**src/rtl/alu_arbiter_if.sv**
```systemverilog
// alu_arbiter_if: bundle of the two requester ports, the two response ports,
// the shared-ALU side and the busy flag. The arbiter uses the slave modport;
// the environment (requesters plus the combinational ALU) uses master.
//
// Handshake rule for every valid/ready pair in this bundle: a transfer happens
// on a rising clk edge where valid && ready are both high. Neither side may
// make valid depend on ready. The arbiter's ready outputs are combinational in
// the IDLE state only; rsp data/zero are held stable while rsp valid is high
// and not yet accepted.
interface alu_arbiter_if;
  // requester 0
  logic        req0_valid;
  logic        req0_ready;
  logic [3:0]  req0_ctl;
  logic [31:0] req0_a;
  logic [31:0] req0_b;
  logic        rsp0_valid;
  logic        rsp0_ready;
  logic [31:0] rsp0_data;
  logic        rsp0_zero;
  // requester 1
  logic        req1_valid;
  logic        req1_ready;
  logic [3:0]  req1_ctl;
  logic [31:0] req1_a;
  logic [31:0] req1_b;
  logic        rsp1_valid;
  logic        rsp1_ready;
  logic [31:0] rsp1_data;
  logic        rsp1_zero;
  // shared combinational ALU
  logic [3:0]  alu_ctl;
  logic [31:0] alu_a;
  logic [31:0] alu_b;
  logic [31:0] alu_out;
  logic        alu_zero;
  // status
  logic        busy;

  modport slave (
    input  req0_valid, req0_ctl, req0_a, req0_b, rsp0_ready,
    input  req1_valid, req1_ctl, req1_a, req1_b, rsp1_ready,
    input  alu_out, alu_zero,
    output req0_ready, rsp0_valid, rsp0_data, rsp0_zero,
    output req1_ready, rsp1_valid, rsp1_data, rsp1_zero,
    output alu_ctl, alu_a, alu_b,
    output busy
  );

  modport master (
    output req0_valid, req0_ctl, req0_a, req0_b, rsp0_ready,
    output req1_valid, req1_ctl, req1_a, req1_b, rsp1_ready,
    output alu_out, alu_zero,
    input  req0_ready, rsp0_valid, rsp0_data, rsp0_zero,
    input  req1_ready, rsp1_valid, rsp1_data, rsp1_zero,
    input  alu_ctl, alu_a, alu_b,
    input  busy
  );
endinterface

```
**src/rtl/alu_arbiter.sv**
```systemverilog
// alu_arbiter: shares one combinational ALU between two requesters.
// One operation is in flight at a time: IDLE (arbitrate/accept) -> EXEC (ALU
// evaluates registered operands) -> RESP (result held until consumed).
// Optional feature macro: ALU_ARB_RR_EN selects round-robin arbitration;
// without it req0 has fixed priority and no last-grant state exists.
// o_dbg_state exposes the FSM encoding (0 IDLE, 1 EXEC, 2 RESP).
module alu_arbiter (
  input  logic               clk,
  input  logic               rst_n,
  alu_arbiter_if.slave       bus,
  output logic [1:0]         o_dbg_state
);

  typedef enum logic [1:0] {
    ST_IDLE = 2'd0,
    ST_EXEC = 2'd1,
    ST_RESP = 2'd2
  } state_t;

  state_t      r_state;
  state_t      w_next_state;

  // operand registers feeding the ALU, result registers feeding responses
  logic [3:0]  r_ctl;
  logic [31:0] r_a;
  logic [31:0] r_b;
  logic [31:0] r_res;
  logic        r_zero;
  // requester that owns the in-flight operation (0 or 1)
  logic        r_gnt;

  logic        w_any;
  logic        w_grant;
  logic        w_accept;
  logic        w_rsp_ready_g;
  logic        w_done;
  logic [3:0]  w_sel_ctl;
  logic [31:0] w_sel_a;
  logic [31:0] w_sel_b;

`ifdef ALU_ARB_RR_EN
  // requester granted on the most recent accept; resets to 1 so req0 goes first
  logic        r_last;
`endif

  assign w_any = bus.req0_valid | bus.req1_valid;

`ifdef ALU_ARB_RR_EN
  // Round-robin pick: contention goes to whoever was not granted last;
  // a lone requester always wins.
  always_comb begin
    if (bus.req0_valid && bus.req1_valid) begin
      w_grant = ~r_last;
    end else begin
      w_grant = bus.req1_valid;
    end
  end
`else
  // Fixed priority: req1 is picked only when req0 is absent.
  assign w_grant = ~bus.req0_valid;
`endif

  assign w_accept      = (r_state == ST_IDLE) && w_any;
  assign w_rsp_ready_g = r_gnt ? bus.rsp1_ready : bus.rsp0_ready;
  assign w_done        = (r_state == ST_RESP) && w_rsp_ready_g;

  assign w_sel_ctl = w_grant ? bus.req1_ctl : bus.req0_ctl;
  assign w_sel_a   = w_grant ? bus.req1_a   : bus.req0_a;
  assign w_sel_b   = w_grant ? bus.req1_b   : bus.req0_b;

  // State register; reset discards any in-flight operation.
  always_ff @(posedge clk or negedge rst_n) begin
    if (!rst_n) begin
      r_state <= ST_IDLE;
    end else begin
      r_state <= w_next_state;
    end
  end

  // Next-state: EXEC always lasts one cycle, RESP waits for the owner's ready.
  always_comb begin
    w_next_state = r_state;
    case (r_state)
      ST_IDLE: if (w_any)  w_next_state = ST_EXEC;
      ST_EXEC:             w_next_state = ST_RESP;
      ST_RESP: if (w_done) w_next_state = ST_IDLE;
      default:             w_next_state = ST_IDLE;
    endcase
  end

  // Outputs: ready only in IDLE for the granted side, response only in RESP
  // for the owner; the other requester sees zeros.
  always_comb begin
    bus.req0_ready = 1'b0;
    bus.req1_ready = 1'b0;
    bus.rsp0_valid = 1'b0;
    bus.rsp1_valid = 1'b0;
    bus.rsp0_data  = '0;
    bus.rsp1_data  = '0;
    bus.rsp0_zero  = 1'b0;
    bus.rsp1_zero  = 1'b0;
    bus.busy       = (r_state != ST_IDLE);
    case (r_state)
      ST_IDLE: begin
        bus.req0_ready = w_any && !w_grant;
        bus.req1_ready = w_any &&  w_grant;
      end
      ST_RESP: begin
        if (r_gnt) begin
          bus.rsp1_valid = 1'b1;
          bus.rsp1_data  = r_res;
          bus.rsp1_zero  = r_zero;
        end else begin
          bus.rsp0_valid = 1'b1;
          bus.rsp0_data  = r_res;
          bus.rsp0_zero  = r_zero;
        end
      end
      default: begin
      end
    endcase
  end

  // Operand capture on accept; the ALU only ever sees these registers.
  always_ff @(posedge clk or negedge rst_n) begin
    if (!rst_n) begin
      r_ctl <= '0;
      r_a   <= '0;
      r_b   <= '0;
      r_gnt <= 1'b0;
    end else if (w_accept) begin
      r_ctl <= w_sel_ctl;
      r_a   <= w_sel_a;
      r_b   <= w_sel_b;
      r_gnt <= w_grant;
    end
  end

`ifdef ALU_ARB_RR_EN
  // Last-grant tracking, updated on every accept.
  always_ff @(posedge clk or negedge rst_n) begin
    if (!rst_n) begin
      r_last <= 1'b1;
    end else if (w_accept) begin
      r_last <= w_grant;
    end
  end
`endif

  // Result capture at the closing edge of EXEC.
  always_ff @(posedge clk or negedge rst_n) begin
    if (!rst_n) begin
      r_res  <= '0;
      r_zero <= 1'b0;
    end else if (r_state == ST_EXEC) begin
      r_res  <= bus.alu_out;
      r_zero <= bus.alu_zero;
    end
  end

  assign bus.alu_ctl = r_ctl;
  assign bus.alu_a   = r_a;
  assign bus.alu_b   = r_b;
  assign o_dbg_state = r_state;

endmodule

```
**src/flat_wrapper.sv**
```systemverilog
// flat-port wrapper written by rule: the top's interface ports become plain ports
module alu_arbiter_flat 
  (clk, rst_n, o_dbg_state, bus_req0_valid, bus_req0_ctl, bus_req0_a, bus_req0_b, bus_rsp0_ready, bus_req1_valid, bus_req1_ctl, bus_req1_a, bus_req1_b, bus_rsp1_ready, bus_alu_out, bus_alu_zero, bus_req0_ready, bus_rsp0_valid, bus_rsp0_data, bus_rsp0_zero, bus_req1_ready, bus_rsp1_valid, bus_rsp1_data, bus_rsp1_zero, bus_alu_ctl, bus_alu_a, bus_alu_b, bus_busy);
  alu_arbiter_if bus_i ();
  input  logic clk;
  input  logic rst_n;
  output logic [1:0] o_dbg_state;
  input wire logic [$bits(bus_i.req0_valid)-1:0] bus_req0_valid;
  input wire logic [$bits(bus_i.req0_ctl)-1:0] bus_req0_ctl;
  input wire logic [$bits(bus_i.req0_a)-1:0] bus_req0_a;
  input wire logic [$bits(bus_i.req0_b)-1:0] bus_req0_b;
  input wire logic [$bits(bus_i.rsp0_ready)-1:0] bus_rsp0_ready;
  input wire logic [$bits(bus_i.req1_valid)-1:0] bus_req1_valid;
  input wire logic [$bits(bus_i.req1_ctl)-1:0] bus_req1_ctl;
  input wire logic [$bits(bus_i.req1_a)-1:0] bus_req1_a;
  input wire logic [$bits(bus_i.req1_b)-1:0] bus_req1_b;
  input wire logic [$bits(bus_i.rsp1_ready)-1:0] bus_rsp1_ready;
  input wire logic [$bits(bus_i.alu_out)-1:0] bus_alu_out;
  input wire logic [$bits(bus_i.alu_zero)-1:0] bus_alu_zero;
  output wire logic [$bits(bus_i.req0_ready)-1:0] bus_req0_ready;
  output wire logic [$bits(bus_i.rsp0_valid)-1:0] bus_rsp0_valid;
  output wire logic [$bits(bus_i.rsp0_data)-1:0] bus_rsp0_data;
  output wire logic [$bits(bus_i.rsp0_zero)-1:0] bus_rsp0_zero;
  output wire logic [$bits(bus_i.req1_ready)-1:0] bus_req1_ready;
  output wire logic [$bits(bus_i.rsp1_valid)-1:0] bus_rsp1_valid;
  output wire logic [$bits(bus_i.rsp1_data)-1:0] bus_rsp1_data;
  output wire logic [$bits(bus_i.rsp1_zero)-1:0] bus_rsp1_zero;
  output wire logic [$bits(bus_i.alu_ctl)-1:0] bus_alu_ctl;
  output wire logic [$bits(bus_i.alu_a)-1:0] bus_alu_a;
  output wire logic [$bits(bus_i.alu_b)-1:0] bus_alu_b;
  output wire logic [$bits(bus_i.busy)-1:0] bus_busy;
  assign bus_i.req0_valid = bus_req0_valid;
  assign bus_i.req0_ctl = bus_req0_ctl;
  assign bus_i.req0_a = bus_req0_a;
  assign bus_i.req0_b = bus_req0_b;
  assign bus_i.rsp0_ready = bus_rsp0_ready;
  assign bus_i.req1_valid = bus_req1_valid;
  assign bus_i.req1_ctl = bus_req1_ctl;
  assign bus_i.req1_a = bus_req1_a;
  assign bus_i.req1_b = bus_req1_b;
  assign bus_i.rsp1_ready = bus_rsp1_ready;
  assign bus_i.alu_out = bus_alu_out;
  assign bus_i.alu_zero = bus_alu_zero;
  assign bus_req0_ready = bus_i.req0_ready;
  assign bus_rsp0_valid = bus_i.rsp0_valid;
  assign bus_rsp0_data = bus_i.rsp0_data;
  assign bus_rsp0_zero = bus_i.rsp0_zero;
  assign bus_req1_ready = bus_i.req1_ready;
  assign bus_rsp1_valid = bus_i.rsp1_valid;
  assign bus_rsp1_data = bus_i.rsp1_data;
  assign bus_rsp1_zero = bus_i.rsp1_zero;
  assign bus_alu_ctl = bus_i.alu_ctl;
  assign bus_alu_a = bus_i.alu_a;
  assign bus_alu_b = bus_i.alu_b;
  assign bus_busy = bus_i.busy;
  alu_arbiter u_core (.clk(clk), .rst_n(rst_n), .bus(bus_i), .o_dbg_state(o_dbg_state));
endmodule
```
**config.mk**
```make
export PLATFORM = sky130hd
export DESIGN_NAME = alu_arbiter_flat
export DESIGN_NICKNAME = d
export VERILOG_FILES = /design/src/rtl/alu_arbiter_if.sv /design/src/rtl/alu_arbiter.sv /design/src/flat_wrapper.sv
export SDC_FILE = /design/constraint.sdc
export NUM_CORES = 1
export LEC_CHECK = 0
export ABC_AREA = 1
export CORE_AREA = 2 2 124 126
export CTS_CLUSTER_SIZE = 30
export DETAILED_ROUTE_END_ITERATION = 6
export DIE_AREA = 0 0 126 128
export PLACE_DENSITY = 0.79
export RECOVER_POWER = 25
export SYNTH_ARGS = -nofsm -noshare
export SYNTH_HDL_FRONTEND = slang
export SYNTH_SLANG_ARGS = --single-unit
```
**constraint.sdc**
```tcl
create_clock -name clk -period 3.46 [get_ports clk]
set_input_delay 0.692 -clock clk [delete_from_list [all_inputs] [get_ports clk]]
set_output_delay 0.692 -clock clk [all_outputs]
set_load 0.05 [all_outputs]
```
==> results.rst, run 1 <==
.. list-table::
   :header-rows: 1

   * - Metric
     - Value
   * - Number of top-level design ports
     - 316
   * - Cell with the most instances on the worst path
     - nor2_1
   * - Per-cell via count in the routed design
     - 4.398
   * - Minimum hold slack
     - 0.4778 ns
   * - Cell-by-cell listing of the critical path
     - nor2_1, nand2_1, buf_4, nor2_1, clkdlybuf4s50_1
   * - Number of buffers added on ports
     - 315
   * - Post-route fraction of the period consumed by the critical path
     - 88.16%
   * - Residual overflow from global routing
     - 0
   * - Mux share of post-synthesis cell area
     - 0%
   * - Internal power of the cells
     - 3.961 mW
   * - Buffers inserted by post-CTS timing repair
     - 0
   * - Leading cell type in the layout, fill and taps excluded
     - nand2_1
   * - Synth Area in XOR/XNOR
     - 0%
   * - Warning count from the yosys run
     - 0
   * - Layout overhead on the synthesized area
     - 68.79%
   * - Slew margin rel.
     - 11.71%
   * - Fill cells
     - 1,339
   * - CORE AREA
     - 14,860 sq um
   * - Clock buffer depth
     - 2
   * - Distinct cells, synth
     - 14
   * - Net switching power
     - 4.235 mW
   * - Sequential Power Share
     - 25.2%
   * - Measured slew at the worst slew-check pin
     - 1.324 ns
   * - First-pass GRT wire length
     - 25.85 mm
   * - Total global routing track utilization
     - 19.99%
   * - Simple-Gate Fraction of Synth Area
     - 38.73%
   * - Final Critical Period
     - 3.050 ns
   * - Final hold vios
     - 0
   * - Cell with the largest stage delay on the worst path
     - clkdlybuf4s50_1
   * - Count of final setup violators
     - 0
   * - Number of global-route vias before repair
     - 5,126
   * - Count of standard-cell rows
     - 45
   * - Max Clk Rate
     - 327.8 MHz
   * - Antenna viol nets, final
     - 0
   * - Nets in the synthesized netlist
     - 920
   * - Largest incremental delay on the critical path
     - 0.82 ns
   * - Critical path required time
     - 2.77 ns
   * - Largest family of logic cells by synthesized area
     - simple AND/OR/NAND/NOR gates
   * - Top library cells by usage in the layout, fill and taps aside
     - 417 x nand2_1, 311 x clkdlybuf4s50_1, 104 x dfrtp_1
   * - Gates resized, CTS repair
     - 0
   * - Clock tree from TritonCTS
     - done
   * - Clock Latency Late Sink
     - 0.34 ns
   * - HPWL reported at the end of detailed placement
     - 12.26 mm
   * - Critical setup path kind
     - reg -> out
   * - Detailed-routing iteration count for the pre-antenna-repair pass
     - 4
   * - Clock-pin slew on the worst setup and hold paths
     - 0.07 ns
   * - Kind of start point of the critical path
     - flop
   * - Relative contribution of the clock network to total power
     - 12.3%
   * - Run status
     - complete, no violations
   * - Number of flip-flops and latches in the synthesized netlist
     - 104
   * - Number of buffers added by the clock tree synthesis step
     - 9
   * - Post-Synth Adder-Cell Area
     - 0%
   * - Maximum clock skew at final layout
     - 0.005446 ns
   * - TNS Setup
     - 0 ns
   * - H-Tree Level Count
     - 3
   * - Die Area
     - 16,130 sq um
   * - Leakage power
     - 4.402 nW
   * - Setup repair after global routing missed its margin
     - no
   * - Cell chosen for the clock root
     - clkbuf_16
   * - Portion of the post-synthesis area used by sequential elements
     - 50.76%
   * - Pwr Density
     - 947.1 nW/um^2
   * - Number of sinks handled by clock tree synthesis
     - 104
   * - Arrival @ worst endpoint
     - 2.36 ns
   * - Comb power frac
     - 62.5%
   * - Number of DRC violations after detailed routing
     - 0
   * - DRC marker count from the first detailed-route iteration
     - 205
   * - Share of post-route cells with drive strength above 1
     - 2.978%
   * - Starting Density
     - 34.49%
   * - Endpoint class of the critical path
     - output pin
   * - Final weighted congestion in routability-driven placement
     - 0.8428
   * - Largest driver fanout on the critical path
     - 30
   * - Routed Wire Length
     - 16.29 mm
   * - Number of max-capacitance violations reported
     - 0
   * - Post-CTS Hold Buffers
     - 0
   * - VDD IR-drop max
     - 0.4065 mV
   * - Die span in x
     - 126 um
   * - WL per Instance
     - 13.26 um
   * - Antenna violations before repair
     - 0
   * - Compound-cell area share of the yosys netlist
     - 3.221%
   * - Synthesized instance count
     - 745
   * - Switching power share of the total
     - 51.67%
   * - Syn avg cell area
     - 6.882 sq um
   * - Synth Cell Area
     - 5127 sq um
   * - Height of the die
     - 128 um
   * - Final net count
     - 1,212
   * - Count of vias placed by the detailed router
     - 5,405
   * - Number of diodes
     - 0
   * - Slew Viols, Final
     - 0
   * - Type of the most critical hold path
     - reg -> reg
   * - Largest net degree at the start of global routing
     - 69
-- sequential cells by signal, summed over array words and instances, names as in the netlist --
| register | flops |
|---|---|
| u_core.bus.alu_ctl | 4 |
| u_core.bus.alu_a | 32 |
| u_core.r_res | 32 |
| u_core.r_zero | 1 |
| u_core.bus.alu_b | 32 |
| u_core.r_gnt | 1 |
| u_core.o_dbg_state | 2 |
-- routing by layer --
| layer | up-vias | GRT usage, % | wire, um |
|---|---|---|---|
| li1 | 2779 | - | - |
| met1 | 2383 | 23.37 | 6672 |
| met2 | 218 | 35.55 | 8069 |
| met3 | 25 | 5.092 | 1185 |
| met4 | 0 | 7.240 | 366 |
| met5 | - | 0 | 0 |
-- power by group through the flow --
stage | clock, mW | combinational [mW] | sequential, mW
3_5_place_dp | 0 | 5.16 | 2.07
3_3_place_gp | 0 | 5.12 | 2.05
5_1_grt | 1.08 | 5.46 | 2.14
6_report | 1.01 | 5.12 | 2.07
4_1_cts | 1.03 | 5.17 | 2.07
2_1_floorplan | 0 | 2.05 | 3.39
-- cell usage after synthesis --
cell | n | share of area, %
buf_4 | 3 | 0.44
nor2_2 | 1 | 0.12
buf_2 | 29 | 2.8
nor2_4 | 1 | 0.22
nand2_2 | 1 | 0.12
nand2_1 | 418 | 31
inv_2 | 2 | 0.15
dfrtp_1 | 104 | 51
a21oi_1 | 33 | 3.2
inv_1 | 39 | 2.9
clkbuf_1 | 8 | 0.59
buf_6 | 2 | 0.44
nand3_1 | 2 | 0.20
nor2_1 | 102 | 7.5
-- final cells by class --
class                   instances  area [sq um]  area share [%]
multi-input cells             558          2153           24.88
clock buffers                  12         246.5           2.848
flip-flops and latches        104          2603           30.07
clock inverters                 3         42.54          0.4915
well taps                     188         235.2           2.718
inverters                      41         153.9           1.778
repair buffers                323          3221           37.21
-- worst max-delay path: cells and delay by family (launching register included) --
family	cells	cell delay (ns)
flip-flops	1	0.44
AND/OR/NAND/NOR	3	0.48
buffers and inverters	2	1.08
-- cells by family (layout without fill, tap and decap cells) --
group,after synthesis,count (layout)
buf+inv,83,379
simple gates,525,525
flops,104,104
compound gates,33,33
-- final timing paths --
| kind | from | end | slack, ns | depth (start not counted) |
|---|---|---|---|---|
| min in group asynchronous | rst_n | u_core.bus.alu_a[4]$_DFFE_PN0P_ | 0.63 | 1 |
| hold reg to reg | u_core.bus.alu_a[18]$_DFFE_PN0P_ | u_core.bus.alu_a[18]$_DFFE_PN0P_ | 0.48 | 2 |
| hold / removal | u_core.bus.alu_a[18]$_DFFE_PN0P_ | u_core.bus.alu_a[18]$_DFFE_PN0P_ | 0.48 | 2 |
| setup / recovery | u_core.o_dbg_state[0]$_DFFE_PN0P_ | bus_rsp1_data[8] | 0.41 | 5 |
| max in group asynchronous | rst_n | u_core.r_res[10]$_DFFE_PN0N_ | 0.89 | 2 |
| setup reg to reg | u_core.o_dbg_state[1]$_DFFE_PN0P_ | u_core.r_res[5]$_DFFE_PN0N_ | 1.79 | 4 |
-- stage by stage --
step | utilization (%) | instance area, sq um | cells | setup slack (ns) | total power [mW]
3_3_place_gp | 56.40 | 8383 | 1214 | 0.8842 | 7.172
6_report | 58.22 | 8655 | 1229 | 0.4095 | 8.196
5_1_grt | 58.22 | 8655 | 1229 | 0.2829 | 8.686
2_1_floorplan | - | 5127 | 745 | 0.8771 | 5.441
4_1_cts | 58.34 | 8672 | 1229 | 0.4052 | 8.272
3_5_place_dp | 56.40 | 8383 | 1214 | 0.7878 | 7.236
Note: power is estimated with default switching activity, not from simulation.
==> run 2, diff against run 1 <==
--- a/config.mk
+++ b/config.mk
@@ -6,11 +6,12 @@
 export NUM_CORES = 1
 export LEC_CHECK = 0
 export ABC_AREA = 1
-export CORE_AREA = 2 2 124 126
+export CORE_AREA = 2 2 122 124
+export CTS_BUF_LIST = sky130_fd_sc_hd__clkbuf_4 sky130_fd_sc_hd__clkbuf_8
 export CTS_CLUSTER_SIZE = 30
 export DETAILED_ROUTE_END_ITERATION = 6
-export DIE_AREA = 0 0 126 128
-export PLACE_DENSITY = 0.79
+export DIE_AREA = 0 0 124 126
+export PLACE_DENSITY = 0.81
 export RECOVER_POWER = 25
 export SYNTH_ARGS = -nofsm -noshare
 export SYNTH_HDL_FRONTEND = slang
==> run 2 against run 1 <==
Net effect: clock power is 9% lower; clock-buffer cell count is 2 lower; core utilization increased by 1.9 points; first-iteration DRC count grew 16%; sequential share of layout area is 0.16 points higher; routed wire length shrank 0.14%; critical path type unchanged; largest cell class unchanged; largest power group unchanged; highest routed layer unchanged.
==> results.rst, run 2 (synthesis gave the netlist of run 1 again) <==
.. list-table::
   :header-rows: 1

   * - Metric
     - Value
   * - Run status
     - complete, no violations (unchanged)
   * - WL met2
     - 7.980 mm (was 8.069 mm)
   * - Internal power of the cells
     - 3.886 mW (was 3.961 mW)
   * - Share of post-route cells with drive strength above 1
     - 3.077% (was 2.978%)
   * - Endpoint class of the critical path
     - output pin (unchanged)
   * - Cell with the most instances on the worst path
     - nor2_1 (unchanged)
   * - Kind of start point of the critical path
     - flop (unchanged)
   * - Total global routing track utilization
     - 20.75% (was 19.99%)
   * - VDD IR-drop max
     - 0.3687 mV (was 0.4065 mV)
   * - Net switching power
     - 4.234 mW (was 4.235 mW)
   * - Relative contribution of the clock network to total power
     - 11.3% (was 12.3%)
   * - Clock buffer depth
     - 2 (unchanged)
   * - Residual overflow from global routing
     - 0 (unchanged)
   * - Largest delay contributor family on the critical path
     - buffers and inverters (unchanged)
   * - CORE AREA
     - 14,310 sq um (was 14,860 sq um)
   * - TNS Setup
     - 0 ns (unchanged)
   * - HPWL reported at the end of detailed placement
     - 12.12 mm (was 12.26 mm)
   * - Clock-pin slew on the worst setup and hold paths
     - 0.10 ns (was 0.07 ns)
   * - Max Clk Rate
     - 333.5 MHz (was 327.8 MHz)
   * - Slew Viols, Final
     - 0 (unchanged)
   * - Number of diodes
     - 0 (unchanged)
   * - Final hold vios
     - 0 (unchanged)
   * - Slew margin rel.
     - 9.929% (was 11.71%)
   * - Final net count
     - 1,211 (was 1,212)
   * - Pwr Density
     - 943.4 nW/um^2 (was 947.1 nW/um^2)
   * - Area after DPL
     - 8383 sq um (unchanged)
   * - Starting Density
     - 35.82% (was 34.49%)
   * - Antenna violations before repair
     - 0 (unchanged)
   * - Tot Pwr
     - 8.121 mW (was 8.196 mW)
   * - Detail Route met3 WL
     - 1.685 mm (was 1.185 mm)
   * - Largest incremental delay on the critical path
     - 0.82 ns (about the same)
   * - Height of the die
     - 126 um (was 128 um)
   * - Setup repair after global routing missed its margin
     - no (unchanged)
   * - Number of buffers added on ports
     - 315 (unchanged)
   * - Largest driver fanout on the critical path
     - 34 (was 30)
   * - WL per Instance
     - 13.29 um (was 13.26 um)
   * - Buffers inserted by post-CTS timing repair
     - 0 (unchanged)
   * - Number of buffers added by the clock tree synthesis step
     - 9 (unchanged)
   * - Gates resized, CTS repair
     - 0 (unchanged)
   * - Per-cell via count in the routed design
     - 4.451 (was 4.398)
   * - Die span in x
     - 124 um (was 126 um)
   * - Type of the most critical hold path
     - reg -> reg (unchanged)
   * - Post-route cell area
     - 8608 sq um (was 8655 sq um)
   * - H-Tree Level Count
     - 3 (unchanged)
   * - Post-CTS Hold Buffers
     - 0 (unchanged)
   * - Clock tree from TritonCTS
     - done (unchanged)
   * - Critical path required time
     - 2.77 ns (about the same)
   * - Sequential Power Share
     - 25.4% (was 25.2%)
   * - Layout overhead on the synthesized area
     - 67.89% (was 68.79%)
   * - Cell with the largest stage delay on the worst path
     - clkdlybuf4s50_1 (unchanged)
   * - Critical setup path kind
     - reg -> out (unchanged)
   * - Leading cell type in the layout, fill and taps excluded
     - nand2_1 (unchanged)
   * - Switching power share of the total
     - 52.14% (was 51.67%)
   * - Count of standard-cell rows
     - 44 (was 45)
   * - Number of max-capacitance violations reported
     - 0 (unchanged)
   * - Number of DRC violations after detailed routing
     - 0 (unchanged)
   * - Arrival @ worst endpoint
     - 2.31 ns (was 2.36 ns)
   * - Leakage power
     - 4.377 nW (was 4.402 nW)
   * - Number of global-route vias before repair
     - 5,158 (was 5,126)
   * - Cell-by-cell listing of the critical path
     - inv_1, nor2_1, nand2_1, buf_4, nor2_1, clkdlybuf4s50_1 (was nor2_1, nand2_1, buf_4, nor2_1, clkdlybuf4s50_1)
   * - First-pass GRT wire length
     - 25.41 mm (was 25.85 mm)
   * - Maximum clock skew at final layout
     - 0.009139 ns (was 0.005446 ns)
   * - Count of final setup violators
     - 0 (unchanged)
   * - Count of vias placed by the detailed router
     - 5,448 (was 5,405)
   * - Slack of the worst reg-to-reg path
     - 1.71 ns (was 1.79 ns)
   * - Top library cells by usage in the layout, fill and taps aside
     - 417 x nand2_1, 311 x clkdlybuf4s50_1, 104 x dfrtp_1 (unchanged)
   * - Clock Latency Late Sink
     - 0.36 ns (was 0.34 ns)
   * - Routed length on met1
     - 6.286 mm (was 6.672 mm)
   * - Final weighted congestion in routability-driven placement
     - 0.7861 (was 0.8428)
   * - Die Area
     - 15,620 sq um (was 16,130 sq um)
   * - Number of sinks handled by clock tree synthesis
     - 104 (unchanged)
   * - Final Critical Period
     - 2.999 ns (was 3.050 ns)
   * - Largest net degree at the start of global routing
     - 69 (unchanged)
   * - DRC marker count from the first detailed-route iteration
     - 237 (was 205)
   * - Measured slew at the worst slew-check pin
     - 1.351 ns (was 1.324 ns)
   * - Number of top-level design ports
     - 316 (unchanged)
   * - Comb power frac
     - 63.4% (was 62.5%)
   * - Routed Wire Length
     - 16.27 mm (was 16.29 mm)
   * - Top routing layer used
     - met4 (unchanged)
   * - Minimum hold slack
     - 0.4836 ns (was 0.4778 ns)
   * - Antenna viol nets, final
     - 0 (unchanged)
   * - Cell chosen for the clock root
     - clkbuf_8 (was clkbuf_16)
   * - Buf+Inv Stages, Crit Path
     - 3 (was 2)
   * - Post-route fraction of the period consumed by the critical path
     - 86.67% (was 88.16%)
   * - Detailed-routing iteration count for the pre-antenna-repair pass
     - 6 (was 4)
## run 2: changes by cell type in the layout (fill, tap and decap cells not counted), sizes merged
| cell | previous run | this run |
|---|---|---|
| bufinv | 1 | 3 |
| clkbuf | 14 | 12 |
| buf | 10 | 9 |
| clkinv | 1 | 0 |
| clkinvlp | 1 | 2 |
## run 2: final cells by class
class | count | area [sq um]
clock buffers | 10 | 137.6
well taps | 184 | 230.2
fillers | 1290 | 5705
clock inverters | 5 | 105.1
multi-input cells | 558 | 2153
flip-flops and latches | 104 | 2603
inverters | 41 | 153.9
repair buffers | 322 | 3226
## run 2: through the flow
stage / worst slack (ns) / std cells / util [%]
5_1_grt: 0.3060 / 1224 / 60.14
3_5_place_dp: 0.8608 / 1209 / 58.57
6_report: 0.4614 / 1224 / 60.14
4_1_cts: 0.4492 / 1224 / 60.26
2_1_floorplan: 0.8771 / 745 / -
3_3_place_gp: 0.8842 / 1209 / 58.57
## run 2: worst paths after layout
kind / startpoint / to / depth (start not counted)
max in group asynchronous: rst_n / u_core.bus.alu_a[14]$_DFFE_PN0P_ / 2
min: u_core.bus.alu_a[22]$_DFFE_PN0P_ / u_core.bus.alu_a[22]$_DFFE_PN0P_ / 2
max reg2reg: u_core.o_dbg_state[1]$_DFFE_PN0P_ / u_core.bus.alu_a[10]$_DFFE_PN0P_ / 6
min reg2reg: u_core.bus.alu_a[22]$_DFFE_PN0P_ / u_core.bus.alu_a[22]$_DFFE_PN0P_ / 2
max: u_core.o_dbg_state[1]$_DFFE_PN0P_ / bus_rsp1_data[2] / 6
min in group asynchronous: rst_n / u_core.r_res[6]$_DFFE_PN0N_ / 1
## run 2: power by group through the flow
stage	clock network, mW	registers [mW]	logic (mW)
after floorplan	0	3.39	2.05
after global placement	0	2.05	5.14
after detailed placement	0	2.07	5.19
after CTS	0.936	2.06	5.20
after global routing	0.996	2.13	5.52
final	0.915	2.06	5.15
## run 2: per-layer routing
layer  global-route usage (%)  vias to the layer above
li1                         -                     2777
met1                    23.42                     2425
met2                    36.65                      225
met3                    6.522                       21
met4                    7.072                        0
met5                        0                        -
## run 2: worst min-delay path, cell delays in order (launching register included)
cell and delay (ns):
dfrtp_1 0.35, nand2_1 0.05, nand2_1 0.05
